==> src/rtl/ysyx_22040210_trap_ctrl_pkg.sv <==
// rtl/ysyx_22040210_trap_ctrl_pkg.sv - shared CSR addresses and mstatus bit positions
package ysyx_22040210_trap_ctrl_pkg;

    localparam logic [11:0] CSR_MSTATUS = 12'h300;
    localparam logic [11:0] CSR_MTVEC   = 12'h305;
    localparam logic [11:0] CSR_MEPC    = 12'h341;
    localparam logic [11:0] CSR_MCAUSE  = 12'h342;
    // Pseudo-address: the CSR file writes mepc and mcause together on this one strobe
    localparam logic [11:0] CSR_ECALL   = 12'hfff;

    localparam int MSTATUS_MIE    = 3;
    localparam int MSTATUS_MPIE   = 7;
    localparam int MSTATUS_MPP_LO = 11;
    localparam int MSTATUS_MPP_HI = 12;

    localparam logic [1:0] PRIV_M = 2'b11;

endpackage

==> src/rtl/ysyx_22040210_trap_ctrl_if.sv <==
// rtl/ysyx_22040210_trap_ctrl_if.sv - pipeline request and CSR port bundle for the trap controller
interface ysyx_22040210_trap_ctrl_if #(
    parameter int XLEN   = 64,
    parameter int CSR_AW = 12
);
    logic              req_valid_i;
    logic              ecall_i;
    logic              mret_i;
    logic [XLEN-1:0]   pc_i;
    logic              ready_o;
    logic              stall_o;
    logic              csr_we_o;
    logic [CSR_AW-1:0] csr_waddr_o;
    logic [XLEN-1:0]   csr_wdata_o;
    logic              csr_re_o;
    logic [CSR_AW-1:0] csr_raddr_o;
    logic [XLEN-1:0]   csr_rdata_i;
    logic              redirect_valid_o;
    logic [XLEN-1:0]   redirect_pc_o;

    modport slave (
        input  req_valid_i, ecall_i, mret_i, pc_i, csr_rdata_i,
        output ready_o, stall_o, csr_we_o, csr_waddr_o, csr_wdata_o,
               csr_re_o, csr_raddr_o, redirect_valid_o, redirect_pc_o
    );

    modport master (
        output req_valid_i, ecall_i, mret_i, pc_i, csr_rdata_i,
        input  ready_o, stall_o, csr_we_o, csr_waddr_o, csr_wdata_o,
               csr_re_o, csr_raddr_o, redirect_valid_o, redirect_pc_o
    );
endinterface

==> src/rtl/ysyx_22040210_trap_ctrl.sv <==
// rtl/ysyx_22040210_trap_ctrl.sv - ecall/mret sequencer: CSR updates then a one-cycle PC redirect
module ysyx_22040210_trap_ctrl
    import ysyx_22040210_trap_ctrl_pkg::*;
#(
    parameter int XLEN       = 64,
    parameter int CSR_AW     = 12,
    parameter int ECALL_CODE = 11
) (
    input  logic clk,
    input  logic rst,
    ysyx_22040210_trap_ctrl_if.slave bus
);

    if (ECALL_CODE < 0 || XLEN < 13 || CSR_AW < 12) begin : g_bad_params
        $error("trap_ctrl: unsupported XLEN/CSR_AW/ECALL_CODE");
    end

    typedef enum logic [2:0] {
        S_IDLE   = 3'd0,
        S_E_EPC  = 3'd1,
        S_E_STAT = 3'd2,
        S_R_STAT = 3'd3,
        S_R_WR   = 3'd4,
        S_DONE   = 3'd5
    } state_t;

    state_t          state_q, state_d;
    logic [XLEN-1:0] pc_q, status_q, target_q;
    logic            take_ecall;

    function automatic logic [XLEN-1:0] ecall_status(input logic [XLEN-1:0] s);
        logic [XLEN-1:0] r;
        r                                 = s;
        r[MSTATUS_MPIE]                   = s[MSTATUS_MIE];
        r[MSTATUS_MIE]                    = 1'b0;
        r[MSTATUS_MPP_HI:MSTATUS_MPP_LO]  = PRIV_M;
        return r;
    endfunction

    function automatic logic [XLEN-1:0] mret_status(input logic [XLEN-1:0] s);
        logic [XLEN-1:0] r;
        r                                 = s;
        r[MSTATUS_MIE]                    = s[MSTATUS_MPIE];
        r[MSTATUS_MPIE]                   = 1'b1;
        r[MSTATUS_MPP_HI:MSTATUS_MPP_LO]  = PRIV_M;
        return r;
    endfunction

    assign take_ecall = (state_q == S_IDLE) && bus.req_valid_i && bus.ecall_i;

    always_ff @(posedge clk or posedge rst) begin
        if (rst) begin
            state_q  <= S_IDLE;
            pc_q     <= '0;
            status_q <= '0;
            target_q <= '0;
        end else begin
            state_q <= state_d;
            if (take_ecall)
                pc_q <= bus.pc_i;
            if (state_q == S_E_EPC || state_q == S_R_STAT)
                status_q <= bus.csr_rdata_i;
            // Only direct-mode vectors are supported, so the mode bits are dropped
            if (state_q == S_E_STAT || state_q == S_R_WR)
                target_q <= {bus.csr_rdata_i[XLEN-1:2], 2'b00};
        end
    end

    // Read and write addresses always differ in a cycle, keeping the CSR bypass acyclic
    always_comb begin
        state_d              = state_q;
        bus.ready_o          = 1'b0;
        bus.stall_o          = 1'b1;
        bus.csr_we_o         = 1'b0;
        bus.csr_waddr_o      = '0;
        bus.csr_wdata_o      = '0;
        bus.csr_re_o         = 1'b0;
        bus.csr_raddr_o      = '0;
        bus.redirect_valid_o = 1'b0;
        bus.redirect_pc_o    = '0;
        case (state_q)
            S_IDLE: begin
                bus.ready_o = 1'b1;
                bus.stall_o = 1'b0;
                if (bus.req_valid_i) begin
                    if (bus.ecall_i)
                        state_d = S_E_EPC;
                    else if (bus.mret_i)
                        state_d = S_R_STAT;
                end
            end
            S_E_EPC: begin
                bus.csr_we_o    = 1'b1;
                bus.csr_waddr_o = CSR_AW'(CSR_ECALL);
                bus.csr_wdata_o = pc_q;
                bus.csr_re_o    = 1'b1;
                bus.csr_raddr_o = CSR_AW'(CSR_MSTATUS);
                state_d         = S_E_STAT;
            end
            S_E_STAT: begin
                bus.csr_we_o    = 1'b1;
                bus.csr_waddr_o = CSR_AW'(CSR_MSTATUS);
                bus.csr_wdata_o = ecall_status(status_q);
                bus.csr_re_o    = 1'b1;
                bus.csr_raddr_o = CSR_AW'(CSR_MTVEC);
                state_d         = S_DONE;
            end
            S_R_STAT: begin
                bus.csr_re_o    = 1'b1;
                bus.csr_raddr_o = CSR_AW'(CSR_MSTATUS);
                state_d         = S_R_WR;
            end
            S_R_WR: begin
                bus.csr_we_o    = 1'b1;
                bus.csr_waddr_o = CSR_AW'(CSR_MSTATUS);
                bus.csr_wdata_o = mret_status(status_q);
                bus.csr_re_o    = 1'b1;
                bus.csr_raddr_o = CSR_AW'(CSR_MEPC);
                state_d         = S_DONE;
            end
            S_DONE: begin
                bus.redirect_valid_o = 1'b1;
                bus.redirect_pc_o    = target_q;
                state_d              = S_IDLE;
            end
            default: state_d = S_IDLE;
        endcase
    end

endmodule

==> src/flat_wrapper.sv <==
// flat-port wrapper written by rule: the top's interface ports become plain ports
module ysyx_22040210_trap_ctrl_flat import ysyx_22040210_trap_ctrl_pkg::*;
#(
    parameter int XLEN       = 64,
    parameter int CSR_AW     = 12,
    parameter int ECALL_CODE = 11
)
  (clk, rst, bus_req_valid_i, bus_ecall_i, bus_mret_i, bus_pc_i, bus_csr_rdata_i, bus_ready_o, bus_stall_o, bus_csr_we_o, bus_csr_waddr_o, bus_csr_wdata_o, bus_csr_re_o, bus_csr_raddr_o, bus_redirect_valid_o, bus_redirect_pc_o);
  ysyx_22040210_trap_ctrl_if #(.XLEN(XLEN), .CSR_AW(CSR_AW)) bus_i ();
  input  logic clk;
  input  logic rst;
  input wire logic [$bits(bus_i.req_valid_i)-1:0] bus_req_valid_i;
  input wire logic [$bits(bus_i.ecall_i)-1:0] bus_ecall_i;
  input wire logic [$bits(bus_i.mret_i)-1:0] bus_mret_i;
  input wire logic [$bits(bus_i.pc_i)-1:0] bus_pc_i;
  input wire logic [$bits(bus_i.csr_rdata_i)-1:0] bus_csr_rdata_i;
  output wire logic [$bits(bus_i.ready_o)-1:0] bus_ready_o;
  output wire logic [$bits(bus_i.stall_o)-1:0] bus_stall_o;
  output wire logic [$bits(bus_i.csr_we_o)-1:0] bus_csr_we_o;
  output wire logic [$bits(bus_i.csr_waddr_o)-1:0] bus_csr_waddr_o;
  output wire logic [$bits(bus_i.csr_wdata_o)-1:0] bus_csr_wdata_o;
  output wire logic [$bits(bus_i.csr_re_o)-1:0] bus_csr_re_o;
  output wire logic [$bits(bus_i.csr_raddr_o)-1:0] bus_csr_raddr_o;
  output wire logic [$bits(bus_i.redirect_valid_o)-1:0] bus_redirect_valid_o;
  output wire logic [$bits(bus_i.redirect_pc_o)-1:0] bus_redirect_pc_o;
  assign bus_i.req_valid_i = bus_req_valid_i;
  assign bus_i.ecall_i = bus_ecall_i;
  assign bus_i.mret_i = bus_mret_i;
  assign bus_i.pc_i = bus_pc_i;
  assign bus_i.csr_rdata_i = bus_csr_rdata_i;
  assign bus_ready_o = bus_i.ready_o;
  assign bus_stall_o = bus_i.stall_o;
  assign bus_csr_we_o = bus_i.csr_we_o;
  assign bus_csr_waddr_o = bus_i.csr_waddr_o;
  assign bus_csr_wdata_o = bus_i.csr_wdata_o;
  assign bus_csr_re_o = bus_i.csr_re_o;
  assign bus_csr_raddr_o = bus_i.csr_raddr_o;
  assign bus_redirect_valid_o = bus_i.redirect_valid_o;
  assign bus_redirect_pc_o = bus_i.redirect_pc_o;
  ysyx_22040210_trap_ctrl #(.XLEN(XLEN), .CSR_AW(CSR_AW), .ECALL_CODE(ECALL_CODE)) u_core (.clk(clk), .rst(rst), .bus(bus_i));
endmodule
==> config.mk <==
export PLATFORM = sky130hd
export DESIGN_NAME = ysyx_22040210_trap_ctrl_flat
export DESIGN_NICKNAME = d
export VERILOG_FILES = /design/src/rtl/ysyx_22040210_trap_ctrl_pkg.sv /design/src/rtl/ysyx_22040210_trap_ctrl_if.sv /design/src/rtl/ysyx_22040210_trap_ctrl.sv /design/src/flat_wrapper.sv
export SDC_FILE = /design/constraint.sdc
export NUM_CORES = 1
export LEC_CHECK = 0
export ABC_AREA = 1
export CORE_MARGIN = 5
export CORE_UTILIZATION = 52
export CTS_BUF_LIST = sky130_fd_sc_hd__clkbuf_16
export CTS_CLUSTER_DIAMETER = 40
export DETAILED_ROUTE_END_ITERATION = 16
export GPL_TIMING_DRIVEN = 1
export PLACE_DENSITY = 0.87
export SETUP_SLACK_MARGIN = 0.4
export SLEW_MARGIN = 40
export SYNTH_ARGS = -nofsm -noshare
export SYNTH_HDL_FRONTEND = slang
export SYNTH_SLANG_ARGS = --single-unit
==> constraint.sdc <==
create_clock -name clk -period 19.3 [get_ports clk]
set_clock_uncertainty 0.1 [all_clocks]
set_input_delay 5.79 -clock clk [delete_from_list [all_inputs] [get_ports clk]]
set_output_delay 5.79 -clock clk [all_outputs]
set_load 0.02 [all_outputs]
### Yosys cells after proc, flatten, opt, wreduce, memory -nomap -nowiden

Cells that the tools add are included.
Widths: inputs -> output; s select.

| operators by class | value |
|---|---|
| $add $sub $neg | 0 |
| multiply operators | 0 |
| divide/modulo/power cells | 0 |
| order comparisons | 0 |
| equal/unequal tests | 7 |
| shifts and indexed selects | 0 |
| muxes and demuxes | 13 |
| bitwise logic cells | 0 |
| reduce and logical (&&, ||, !) cells | 10 |

Operators by type and width:

| operator | count |
|---|---|
| $pmux 64 s3 | 1 |
| $mux 64 | 1 |
| $pmux 10 s3 | 1 |
| $pmux 12 s2 | 1 |
| $pmux 3 s4 | 1 |
| $mux 3 | 3 |
| $eq 3x2->1 const B | 2 |
| $eq 3x3->1 const B | 2 |
| $mux 1 | 5 |
| $reduce_or 2->1 | 2 |
| $reduce_or 4->1 | 1 |
| $eq 3x1->1 const B | 1 |
| $logic_not 3->1 | 1 |
| $ne 3x3->1 const B | 1 |
| $reduce_or 3->1 | 1 |
| $logic_and 1x1->1 | 2 |
| $logic_or 1x1->1 | 2 |
| $ne 2x2->1 const B | 1 |
| $reduce_and 2->1 | 1 |

| storage, ports and cells | value |
|---|---|
| bits in registers | 193 |
| bits in latches | 0 |
| bits in writable memories | 0 |
| ROM bits | 0 |
| input port bits | 133 |
| output and inout bits | 157 |
| word-level logic and storage cells | 34 |
| memories | 0 |

### Logic depth before layout (Yosys ltp)

| depth | value |
|---|---|
| depth after elaboration | 4 |
| gate-level depth with buffers | 7 |
| gate-level depth less buffers | 5 |

### Worst setup path before layout

OpenSTA, ideal clock, no wires.

| path | value |
|---|---|
| kind | reg2out |
| from | register u_core.state_q[1] |
| to | output port bus_csr_raddr_o[9] |
| arrival | 1.507 ns |
| data required time | 13.410 ns |
| setup slack | 11.903 ns |
| cell stages (with the launch flop) | 7 |
| path through | dfrtp_1 -> clkbuf_2 -> nand3_1 -> buf_4 -> clkbuf_1 -> nand3_1 -> buf_4 |

| between the ends | value |
|---|---|
| cells in the longest elaborated chain, start to end | 3 |

RTL lines:

| item | RTL line | text |
|---|---|---|
| start: declaration | ysyx_22040210_trap_ctrl.sv:27 | `state_t state_q, state_d;` |
| start signal: assignment | ysyx_22040210_trap_ctrl.sv:58 | `state_q <= state_d;` |
| $eq 3x2->1 or $eq 3x1->1 (tied branches) | ysyx_22040210_trap_ctrl.sv:81 | `case (state_q)` |
| $reduce_or 2->1 (no line) | - |  |
| $pmux 10 s3 (*) | ysyx_22040210_trap_ctrl.sv:81 |  |
| end: declaration | flat_wrapper.sv:23 | `output wire logic [$bits(bus_i.csr_raddr_o)-1:0] bus_csr_raddr_o;` |

Mark *: on every way between the ends. The rest lies on a longest branch, timed or not.

### Worst setup path in the final report

| path | value |
|---|---|
| from | register u_core.state_q[0] |
| to | output port bus_csr_wdata_o[3] |

| between the ends | value |
|---|---|
| cells in the longest elaborated chain, start to end | 2 |

RTL lines:

| item | RTL line | text |
|---|---|---|
| $eq 3x3->1, or another cell as far along | ysyx_22040210_trap_ctrl.sv:81 |  |
| $pmux 64 s3 (*) | ysyx_22040210_trap_ctrl.sv:81 |  |
| end: declaration | flat_wrapper.sv:21 | `output wire logic [$bits(bus_i.csr_wdata_o)-1:0] bus_csr_wdata_o;` |

Marked as above.

==> results.md <==
* Seq/Total Area, Yosys at 0.488
* Setup TNS at 0 ps
* Final Hold Vio Count at 0
* Clock Path Buffers at 2
* Chip width at 147 µm
* Post-synth cell types at 20
* Worst path slowest cell: dfrtp_2
* Cts hold-fix bufs at 0
* Post-synth EDFFs at 0
* Via count at 10079
* Final hold slack at 376 ps
* Pre-Repair DR Iteration Count at 5
* Tot GR Track Use at 0.299
* Layout cells sized above 1 at 0.0445
* CP max FO at 42
* Routed WL per cell at 18.6 µm
* Fillers at 1502
* TritonCTS clock tree: built
* YS warnings at 0
* Hold Path Class: reg -> reg
* R2r worst-path depth at 8
* Leak at 6.43 nW
* Post-cts sizing count at 0
* First-pass GRT wire length at 52.7 mm
* Pwr/cell area at 187 nW/µm²
* Core area at 18600 µm²
* Commonest non-fill, non-tap cell in the layout: nand2_1
* Async S/R FF share, synth at 1.00
* Area of the multi-input gates at 4140 µm²
* GRT overflow at 0
* Vias/cell at 5.78
* H-tree depth at 4
* Die ar. at 21700 µm²
* Maximum clock rate at 0.106 GHz
* Startpoint Class: flip-flop
* Clock root buffer: clkbuf_16
* Nets@finish at 1627
* CTS buffer count at 17
* Commonest cells after routing, fill and taps aside: nand2_1 (388), nand3_1 (370), clkdlybuf4s50_1 (279)
* Register area at 4780 µm²
* Fin. max-slew vios at 0
* Mapped cell area at 9790 µm²
* Final period util at 0.487
* Antenna viol nets, final at 0
* Critical path class: reg -> out
* CTS Sinks at 191
* Initial Utilization at 0.525
* DPL Wire Length at 20.6 mm
* # DRC at 0
* Outcome: finished clean
* Endpoints failing setup at 0
* Max cap viols at 0
* Worst slew margin at 0.462
* Cells after Synth at 1301
* Slew at the pin closest to its max-slew limit at 807 ps
* Placed instance count at 1708
* Area growth from synthesis to layout at 33.1%
* Reg clk slew, reported paths at 80 ps
* Fin crit period at 9400 ps
* Non-Filler Instances at 1743
* Post-Syn Area per Cell at 7.53 µm²
* Register bit total from synthesis at 191
* CP arrival at 3510 ps
* Peak supply drop at 0.000107 V
* Port Buffers at 280
* Largest stage delay on the critical path at 610 ps
* Initial DRC count at 1131
* Placer Congestion at 0.845
* Routed WL at 32.4 mm
* RSZ-0062 raised after global routing: false
* Initial antenna violation count at 2
* IO Count at 290
* Setup bufs post-CTS at 0
* Die height at 147 µm
* Vias in the first global route at 10024
* Ys flop type: dfrtp_1
* CP Data Required Time at 13410 ps
* Crit path cell chain: buf_4 -> nor2_4 -> buf_4 -> nand2_2 -> inv_1 -> nand2_1 -> nand2_1 -> clkdlybuf4s50_1
* Hold depth at 2
* Row count at 50
* Pin count of the biggest net entering global routing at 136
* Worst-Skew Late Latency at 430 ps
* CP Capture Type: primary output
-- through the flow --
stage	setup slack (ps)	util	power, mW	instance area (µm²)
6_report	9900	0.699	2.44	13000
5_1_grt	9700	0.699	2.60	13000
4_1_cts	9900	0.697	2.43	13000
3_5_place_dp	10350	0.666	2.07	12400
3_3_place_gp	10430	0.666	2.04	12400
2_1_floorplan	8210	-	1.57	9820
-- registers in the layout, summed over array words and instances, names as in the netlist --
register,cells
u_core.state_q,3
u_core.pc_q,64
u_core.target_q,62
u_core.status_q,62
-- Yosys cell counts, types with 2 or more instances --
master	number	area (µm²)
dfrtp_1	191	4780
nand3_1	372	1860
inv_1	72	270
o21ai_0	2	10.0
nor2_2	2	12.5
buf_2	53	265
nor2_1	68	255
nand4_1	64	400
nand2_1	392	1470
clkbuf_1	44	165
buf_1	4	15.0
buf_4	29	218
-- routing by layer --
layer	up-vias	global-route usage	share of wire
li1	4632	-	-
met1	4797	0.392	0.40
met2	585	0.482	0.47
met3	65	0.0719	0.10
met4	0	0.117	0.032
met5	-	0	0
-- worst paths after layout --
check | startpoint | endpoint | slack [ps]
max | u_core.state_q[0]$_DFFE_PP0P_ | bus_csr_wdata_o[3] | 9900
min | u_core.pc_q[11]$_DFFE_PP0P_ | u_core.pc_q[11]$_DFFE_PP0P_ | 380
max reg2reg | u_core.state_q[2]$_DFFE_PP0P_ | u_core.status_q[60]$_DFFE_PP0P_ | 15750
min reg2reg | u_core.pc_q[11]$_DFFE_PP0P_ | u_core.pc_q[11]$_DFFE_PP0P_ | 380
max in group asynchronous | rst | u_core.pc_q[26]$_DFFE_PP0P_ | 12270
min in group asynchronous | rst | u_core.target_q[53]$_DFFE_PP0N_ | 5830
-- logic make-up (layout without fill, tap and decap cells) --
kind of cell	count (synthesis)	after routing	share of synthesized area
and+or+nand+nor	902	902	0.413
buffers and inverters	205	403	0.0974
DFF	191	191	0.488
AOI/OAI and AO/OA	2	2	0.00102
other	1	11	0.000383
-- final cells by class --
class | count | share of cell area
Tap cell | 234 | 0.0225
Antenna cell | 2 | 0.000384
Clock inverter | 15 | 0.0119
Clock buffer | 17 | 0.0326
Multi-Input combinational cell | 913 | 0.317
Inverter | 73 | 0.0220
Sequential cell | 191 | 0.367
Timing Repair Buffer | 298 | 0.227
-- worst max-delay path, delay by kind of cell (launching register included) --
kind | cells | cell delay, ps
simple gates | 4 | 810
buf+inv | 4 | 1620
flops | 1 | 610
-- report_power, final --
part / total (mW) / leakage (nW) / switching (mW) / internal (mW)
Sequential: 0.747 / 2.32 / 0.144 / 0.603
Clock: 0.349 / 0.280 / 0.167 / 0.183
Combinational: 1.34 / 3.83 / 0.841 / 0.499
Note: power is estimated with default switching activity, not from simulation.
